<file path="src/rtl/vending_pkg.sv">
// Shared definitions for the vending machine front end: coin acceptor state
// encodings, coin values in nickel units and the common counter width.
package vending_pkg;

   // Width of the qualification / lockout counter inside the coin acceptor
   localparam int CNT_W = 8;

   // Coin values expressed in nickels
   localparam int NICKEL_VAL = 1;
   localparam int DIME_VAL   = 2;

   // One-hot coin acceptor states
   localparam logic [5:0] ST_IDLE         = 6'b000001;
   localparam logic [5:0] ST_QUAL         = 6'b000010;
   localparam logic [5:0] ST_EMIT         = 6'b000100;
   localparam logic [5:0] ST_REJECT       = 6'b001000;
   localparam logic [5:0] ST_WAIT_RELEASE = 6'b010000;
   localparam logic [5:0] ST_LOCKOUT      = 6'b100000;

   // Which sensor started the coin currently being qualified
   typedef enum logic {
      COIN_NICKEL = 1'b0,
      COIN_DIME   = 1'b1
   } coinType_e;

   // Saturating 16-bit add used by the statistics counters
   function automatic logic [15:0] satAdd16(input logic [15:0] a, input logic [15:0] b);
      logic [16:0] sum;
      sum = {1'b0, a} + {1'b0, b};
      return sum[16] ? 16'hFFFF : sum[15:0];
   endfunction

endpackage

</file>
<file path="src/rtl/coin_sync.sv">
// Two-flop synchronizer for one raw coin sensor line, cleared by the
// synchronous reset so a coin held across reset starts from a known low.
module coin_sync (
   input  logic clock,
   input  logic reset,
   input  logic async_i,
   output logic sync_o
);

   logic meta_q;
   logic sync_q;

   // Shift the raw level through two flops to settle metastability
   always_ff @(posedge clock) begin
      if (reset) begin
         meta_q <= 1'b0;
         sync_q <= 1'b0;
      end else begin
         meta_q <= async_i;
         sync_q <= meta_q;
      end
   end

   assign sync_o = sync_q;

endmodule

</file>
<file path="src/rtl/coin_acceptor.sv">
// Coin acceptor front end: synchronizes and debounces the nickel and dime
// sensors, then emits one clean credit or reject pulse per coin, with release
// and lockout handling so a coin is never credited twice.
// Optional statistics outputs are enabled with COIN_ACCEPTOR_STATS_EN.
module coin_acceptor
   import vending_pkg::*;
#(
   parameter int DEBOUNCE_CYCLES = 4,
   parameter int LOCKOUT_CYCLES  = 2
) (
   input  logic        clock,
   input  logic        reset,
   input  logic        coin_nickel_raw,
   input  logic        coin_dime_raw,
   input  logic        accept_en,
   output logic        nickel_in,
   output logic        dime_in,
   output logic        coin_reject,
   output logic        busy
`ifdef COIN_ACCEPTOR_STATS_EN
   ,
   output logic [15:0] accepted_count,
   output logic [7:0]  reject_count
`endif
);

   localparam logic [CNT_W-1:0] DEB_LIMIT  = CNT_W'(DEBOUNCE_CYCLES);
   localparam logic [CNT_W-1:0] LOCK_LIMIT = CNT_W'(LOCKOUT_CYCLES);
   localparam logic [CNT_W-1:0] CNT_ONE    = CNT_W'(1);

   logic nsync;
   logic dsync;

   logic [5:0]       state_q, state_d;
   logic [CNT_W-1:0] cnt_q, cnt_d;
   coinType_e        coinType_q, coinType_d;

   logic latchedHigh;
   logic otherHigh;

   coin_sync uNickelSync (
      .clock   (clock),
      .reset   (reset),
      .async_i (coin_nickel_raw),
      .sync_o  (nsync)
   );

   coin_sync uDimeSync (
      .clock   (clock),
      .reset   (reset),
      .async_i (coin_dime_raw),
      .sync_o  (dsync)
   );

   assign latchedHigh = (coinType_q == COIN_DIME) ? dsync : nsync;
   assign otherHigh   = (coinType_q == COIN_DIME) ? nsync : dsync;

   // Next-state logic: qualify a single coin, then wait for release and lockout
   always_comb begin
      state_d    = state_q;
      cnt_d      = cnt_q;
      coinType_d = coinType_q;
      case (state_q)
         ST_IDLE: begin
            if (nsync ^ dsync) begin
               coinType_d = dsync ? COIN_DIME : COIN_NICKEL;
               cnt_d      = CNT_ONE;
               state_d    = ST_QUAL;
            end else if (nsync && dsync) begin
               state_d = ST_REJECT;
            end
         end
         ST_QUAL: begin
            if (otherHigh) begin
               state_d = ST_REJECT;
            end else if (!latchedHigh) begin
               state_d = ST_IDLE;
            end else if (cnt_q == DEB_LIMIT) begin
               state_d = ST_EMIT;
            end else begin
               cnt_d = cnt_q + CNT_ONE;
            end
         end
         ST_EMIT: begin
            state_d = ST_WAIT_RELEASE;
         end
         ST_REJECT: begin
            state_d = ST_WAIT_RELEASE;
         end
         ST_WAIT_RELEASE: begin
            if (!nsync && !dsync) begin
               cnt_d   = CNT_ONE;
               state_d = ST_LOCKOUT;
            end
         end
         ST_LOCKOUT: begin
            if (nsync || dsync) begin
               state_d = ST_WAIT_RELEASE;
            end else if (cnt_q == LOCK_LIMIT) begin
               state_d = ST_IDLE;
            end else begin
               cnt_d = cnt_q + CNT_ONE;
            end
         end
         default: begin
            state_d = ST_WAIT_RELEASE;
         end
      endcase
   end

   // State registers; reset parks in WAIT_RELEASE so a held coin is ignored
   always_ff @(posedge clock) begin
      if (reset) begin
         state_q    <= ST_WAIT_RELEASE;
         cnt_q      <= '0;
         coinType_q <= COIN_NICKEL;
      end else begin
         state_q    <= state_d;
         cnt_q      <= cnt_d;
         coinType_q <= coinType_d;
      end
   end

   assign nickel_in   = (state_q == ST_EMIT) && accept_en && (coinType_q == COIN_NICKEL);
   assign dime_in     = (state_q == ST_EMIT) && accept_en && (coinType_q == COIN_DIME);
   assign coin_reject = (state_q == ST_REJECT) || ((state_q == ST_EMIT) && !accept_en);
   assign busy        = (state_q != ST_IDLE);

`ifdef COIN_ACCEPTOR_STATS_EN
   logic [15:0] accepted_q;
   logic [7:0]  reject_q;

   // Running totals of credited value (in nickels) and rejected coins, saturating
   always_ff @(posedge clock) begin
      if (reset) begin
         accepted_q <= '0;
         reject_q   <= '0;
      end else begin
         if (nickel_in) begin
            accepted_q <= satAdd16(accepted_q, 16'(NICKEL_VAL));
         end else if (dime_in) begin
            accepted_q <= satAdd16(accepted_q, 16'(DIME_VAL));
         end
         if (coin_reject && (reject_q != 8'hFF)) begin
            reject_q <= reject_q + 8'd1;
         end
      end
   end

   assign accepted_count = accepted_q;
   assign reject_count   = reject_q;
`else
   // Statistics counters are not built in this configuration.
`endif

endmodule

</file>
<file path="config.mk">
export PLATFORM = sky130hd
export DESIGN_NAME = coin_acceptor
export DESIGN_NICKNAME = d
export VERILOG_FILES = /design/src/rtl/vending_pkg.sv /design/src/rtl/coin_sync.sv /design/src/rtl/coin_acceptor.sv
export SDC_FILE = /design/constraint.sdc
export NUM_CORES = 1
export LEC_CHECK = 0
export ABC_AREA = 1
export CAP_MARGIN = 20
export CELL_PAD_IN_SITES_DETAIL_PLACEMENT = 1
export CELL_PAD_IN_SITES_GLOBAL_PLACEMENT = 2
export CORE_AREA = 2 2 77 79
export DETAILED_ROUTE_END_ITERATION = 6
export DIE_AREA = 0 0 79 81
export DONT_BUFFER_PORTS = 1
export HOLD_SLACK_MARGIN = 0.05
export PLACE_DENSITY = 0.6
export SLEW_MARGIN = 20
export SYNTH_ARGS = -nofsm -noshare
export SYNTH_HDL_FRONTEND = slang
export SYNTH_SLANG_ARGS = --single-unit
</file>
<file path="constraint.sdc">
create_clock -name clock -period 2 [get_ports clock]
set_input_delay 0.4 -clock clock [delete_from_list [all_inputs] [get_ports clock]]
set_output_delay 0.4 -clock clock [all_outputs]
set_load 0.02 [all_outputs]
</file>
# After elaboration in Yosys (flattened, before gate mapping)

Cells that the tools add are included.

Flip-flop bits (word level): 19
Input bits: 5
Word-level logic and storage cells: 64

Add/sub/neg operators: 1
Eq/ne operators: 19
Mux-type cells: 20
Bitwise logic cells: 2
Reduce and logical (&&, ||, !) cells: 15

Operator list:

| kind                                                   | count |
|---|---|
| 2-to-1 mux 8 bit                                       | 7 |
| 2-to-1 mux 6 bit                                       | 8 |
| one-hot mux 8 bit (4 select lines)                     | 1 |
| one-hot mux 6 bit (4 select lines)                     | 1 |
| inequality test 2 bit (second input constant)          | 7 |
| adder 8 x 1 -> 8 bit (second input constant)           | 1 |
| == test 8 x 2 -> 1 bit (second input constant)         | 1 |
| == test 8 x 3 -> 1 bit (second input constant)         | 1 |
| AND reduction 8 bit                                    | 1 |
| == test 6 x 1 -> 1 bit (second input constant)         | 1 |
| == test 6 x 2 -> 1 bit (second input constant)         | 1 |
| == test 6 x 3 -> 1 bit (second input constant)         | 1 |
| == test 6 x 4 -> 1 bit (second input constant)         | 1 |
| == test 6 x 5 -> 1 bit (second input constant)         | 1 |
| == test 6 bit (second input constant)                  | 1 |
| logical AND 1 bit                                      | 6 |
| inequality test 3 bit (second input constant)          | 2 |
| inequality test 6 x 1 -> 1 bit (second input constant) | 1 |
| inequality test 4 bit (second input constant)          | 1 |
| AND reduction 4 bit                                    | 1 |
| nonzero test 4 bit                                     | 1 |
| logical NOT 1 bit                                      | 3 |
| 2-to-1 mux 1 bit                                       | 3 |
| logical OR 1 bit                                       | 2 |
| 3 further kinds                                        | 3 |

# Logic depth before layout (Yosys ltp)

Depth after elaboration: 5
Gate-level depth with buffers: 11
Depth with buffers taken out: 11

# By module

A second synthesis with hierarchy kept.

Cells, all modules: 205
Area total of the unflattened synthesis: 1,343.8 µm²

Modules (own cells, without submodules):

| module        | instances | cells an instance | area each (µm²) |
|---|---|---|---|
| coin_acceptor | 1         | 193               | 1,233.7 |
| coin_sync     | 2         | 6                 | 55.1 |

# Worst setup path after synthesis

No wires, ideal clock.

Kind: flip-flop to output port
From: register state_q[2]
To: output port coin_reject
Arrival: 1.299 ns
Data required time: 1.600 ns
Setup slack: 0.301 ns
Cell stages (with the launch flop): 5
Cell sequence: dfxtp_1 > inv_1 > nor4_1 > inv_1 > o21ai_0

Word-level cells in the longest chain between the ends: 3
Elaborated cells on any way between the ends: 4
Those cells by class: 2 x eq/ne; 2 x reduce/logical

RTL lines:

| what                     | RTL line             | source |
|---|---|---|
| start: declaration       | coin_acceptor.sv:34  | `logic [5:0] state_q, state_d;` |
| start signal: assignment | coin_acceptor.sv:118 | `state_q <= state_d;` |
| == test 6 x 3 -> 1 bit   | coin_acceptor.sv:126 | `assign coin_reject = (state_q == ST_REJECT) \|\| ((state_q == ST_EMIT) && !accept_en);` |
| logical AND 1 bit        | coin_acceptor.sv:126 |  |
| logical OR 1 bit *       | coin_acceptor.sv:126 |  |
| end: declaration         | coin_acceptor.sv:18  | `output logic coin_reject,` |

Every way passes the cells marked *; elsewhere a longest branch is shown, timed or not.

# Final worst setup path

From: register state_q[2]
To: output port nickel_in

Word-level cells in the longest chain between the ends: 3

RTL lines:

| what                           | RTL line             | source |
|---|---|---|
| == test 6 x 3 -> 1 bit         | coin_acceptor.sv:124 | `assign nickel_in = (state_q == ST_EMIT) && accept_en && (coinType_q == COIN_NICKEL);` |
| logical AND 1 bit (2 in a row) | coin_acceptor.sv:124 |  |
| end: declaration               | coin_acceptor.sv:16  | `output logic nickel_in,` |

No other way between the ends.

==> qor.txt <==
# fillers - 732
final total power - 1.64 mW
Max Clk Rate - 537 MHz
initial core utilization - 0.237
top-level I/O count - 9
via count - 1206
fin crit share - 0.931
Post-synth top cells - 44 x nand2_1, 33 x nor2_1, 28 x inv_1
reg2reg path depth - 10
layout cells sized above 1 - 0.183
DRT Wirelength - 3540 um
Top FF cell, synth - dfxtp_1
sequential element share of the synthesized area - 0.283
# clock sinks - 19
Std-Cell Rows - 28
skew final - 0.00866 ns
PortBufs - 0
syn_area_per_cell - 6.59 sq um
largest net degree at the start of global routing - 13
maximum fanout along the worst path - 4
area occupied by multi-input gates - 840 sq um
Worst VDD drop - 328 uV
r2r setup slk - 0.34 ns
FFs w/ async S/R, synth - 0
Critical Path AT - 1.46 ns
Yosys top cell area share - 0.283
Post-DP HPWL - 2780 um
Power Density - 1090 nW/um^2
Slew headroom - 0.760
Synth-to-Final Area Change - 11.7%
clk root buf - clkbuf_8
wire per inst - 12.5 um
leakage power - 0.672 nW
Worst Setup End Kind - output port
Synth area leaders - dfxtp_1 28%, nand2_1 12%, nor2_1 9.2%
hold crit path type - in2reg
Unique masters post-synth - 25
Initial DRC Count - 19
initial antenna violation count - 0
critical path's top delay family - simple AND/OR/NAND/NOR gates
final instance area - 1500 sq um
Worst EP required - 1.60 ns
first-pass GRT wire length - 6340 um
Tot GR Track Use - 0.127
Worst Tran Pin Value - 0.356 ns
gr ovfl total - 0
clk_lat worst skew - 0.27 ns
Min-Delay Path Depth - 1
grt met2 use - 0.218
Layout Nets - 219
Pre-Repair DR Iteration Count - 3
Min-Delay Endpoint - uNickelSync.sync_o
FF-to-FF Start - uNickelSync.sync_o
htree depth - 1
Hold Startpoint - reset
CTS tree - yes
sequential group share of total power - 0.330
CP max stage cell - dfxtp_1
FF+latch area - 380 sq um
largest area contributor in the netlist - dfxtp_1
reg2reg end - cnt_q[6]
vias per cell - 4.26
Final Hold Vio Count - 0
die extent in x - 79 um
DIE HEIGHT - 81 um
buffer and inverter count on the worst path - 1
status - finished, final reports clean
Antenna Nets Post-Route - 0
CTS hold repair buffers - 0
die area - 6400 sq um
total of flip-flops plus latches after synthesis - 19
Max-Cap Viols - 0
vias in the first global route - 1316
net count after synthesis - 214
Setup CP Type - reg2out
crit start category - flip-flop
Net Sw Frac - 0.479
Post-synth EDFFs - 0
worst-case clock buffer depth - 2
diodes inserted - 0
Synth Warn # - 0
RSZ-0062 raised after global routing - false
count leader, synth - nand2_1
Comb power frac - 0.485
Syn Std Cell Area - 1350 sq um
CP cell instances - inv_1 -> nor4_2 -> nand2_1 -> nor2_2
area of the core - 5680 sq um
Final GP Congestion - 0.743
CP max stage delay - 0.38 ns
GR peak layer - met2
P_int - 0.854 mW
clock input transition at the sequential cells of the worst setup and hold paths - 0.09 ns
global-route track usage on met1 - 0.163
final setup violation count - 0
power share of the clock group - 0.185
count of pins over their slew limit - 0
met3 usage - 0.0211
Tmin final - 1.86 ns
Net Switching - 0.784 mW
total CTS buffers - 3
DRC Markers - 0
Syn Inst Count - 204
DP Area - 1440 sq um
[metrics by stage]
| step | cells | hold slack [ns] | utilization | setup slack [ns] | TNS, ns |
|---|---|---|---|---|---|
| global placement | 279 | 0.393 | 0.254 | 0.348 | 0 |
| CTS | 283 | 0.179 | 0.263 | -0.0127 | -0.0197 |
| floorplan | 204 | 0.388 | - | 0.301 | 0 |
| finish | 283 | 0.180 | 0.265 | 0.138 | 0 |
| detailed placement | 279 | 0.399 | 0.254 | 0.294 | 0 |
| global route | 283 | 0.171 | 0.265 | 0.0182 | 0 |
[repair_timing]
item                                    CTS  global route
hold endpoints to repair                  0             0
gates resized for setup                   0             3
pin swaps                                 0             0
endpoints found under the setup margin    2             3
buffers inserted                          0             0
[per-layer routing]
metal  share of wire  wire length, um
met5               0                0
met4           0.014               51
met3           0.021               74
met2            0.45             1590
met1            0.52             1830
[placed cells by master, fill, tap and decap left out]
cell | synthesis | layout
a21oi_1 | 8 | 8
buf_4 | 0 | 1
clkbuf_8 | 0 | 3
clkinv_1 | 1 | 1
clkinv_2 | 1 | 1
clkinvlp_4 | 0 | 1
dfxtp_1 | 19 | 19
ha_1 | 5 | 5
inv_1 | 28 | 28
inv_2 | 5 | 5
nand2_1 | 44 | 44
nand2_2 | 6 | 6
nand2_4 | 3 | 3
nand3_1 | 17 | 17
nand3_4 | 2 | 2
nand4_1 | 7 | 7
nand4_4 | 1 | 1
nor2_1 | 33 | 31
nor2_2 | 6 | 8
nor2_4 | 4 | 4
nor2_8 | 1 | 1
nor4_2 | 0 | 1
o21ai_0 | 4 | 4
o21ai_1 | 2 | 2
or2_2 | 1 | 1
xnor2_1 | 1 | 1
xor2_1 | 3 | 3
[registers in the layout (all words and copies together) (netlist names)]
signal / cells
uDimeSync.sync_o: 1
uNickelSync.meta_q: 1
state_q: 6
cnt_q: 8
uNickelSync.sync_o: 1
coinType_q: 1
uDimeSync.meta_q: 1
[power by group through the flow]
stage,clock network [mW],registers (mW),logic [mW]
final,0.303,0.541,0.795
after detailed placement,0,0.549,0.811
after CTS,0.313,0.540,0.813
after global placement,0,0.548,0.809
after floorplan,0,0.529,0.633
after global routing,0.323,0.552,0.942
[worst max-delay path by stage]
stage | from | to | slack (ns) | depth (start not counted)
finish | state_q[2] | nickel_in | 0.14 | 4
detailed placement | state_q[2] | nickel_in | 0.29 | 4
global route | state_q[2] | nickel_in | 0.02 | 4
global placement | state_q[2] | dime_in | 0.35 | 4
floorplan | state_q[2] | coin_reject | 0.30 | 4
CTS | state_q[2] | nickel_in | -0.01 | 4
[layout make-up]
| cell class | instances | area share |
|---|---|---|
| sequential | 19 | 0.253 |
| timing repair buffer | 1 | 0.00500 |
| multi-input combinational | 149 | 0.559 |
| clock inverter | 1 | 0.00500 |
| clock buffer | 3 | 0.0275 |
| inverter | 35 | 0.0883 |
| tap | 75 | 0.0624 |
[cell families (layout without fill, tap and decap cells)]
logic type               count (synthesis)  after routing  synth area share
AO/OA/AOI/OAI                           14             14            0.0521
XOR/XNOR                                 4              4            0.0261
adder cells (fa/ha/maj)                  5              5            0.0465
buffers and inverters                   36             40             0.101
flip-flops                              19             19             0.283
AND/OR/NAND/NOR                        126            126             0.491
(Power assumes the default switching activity.)
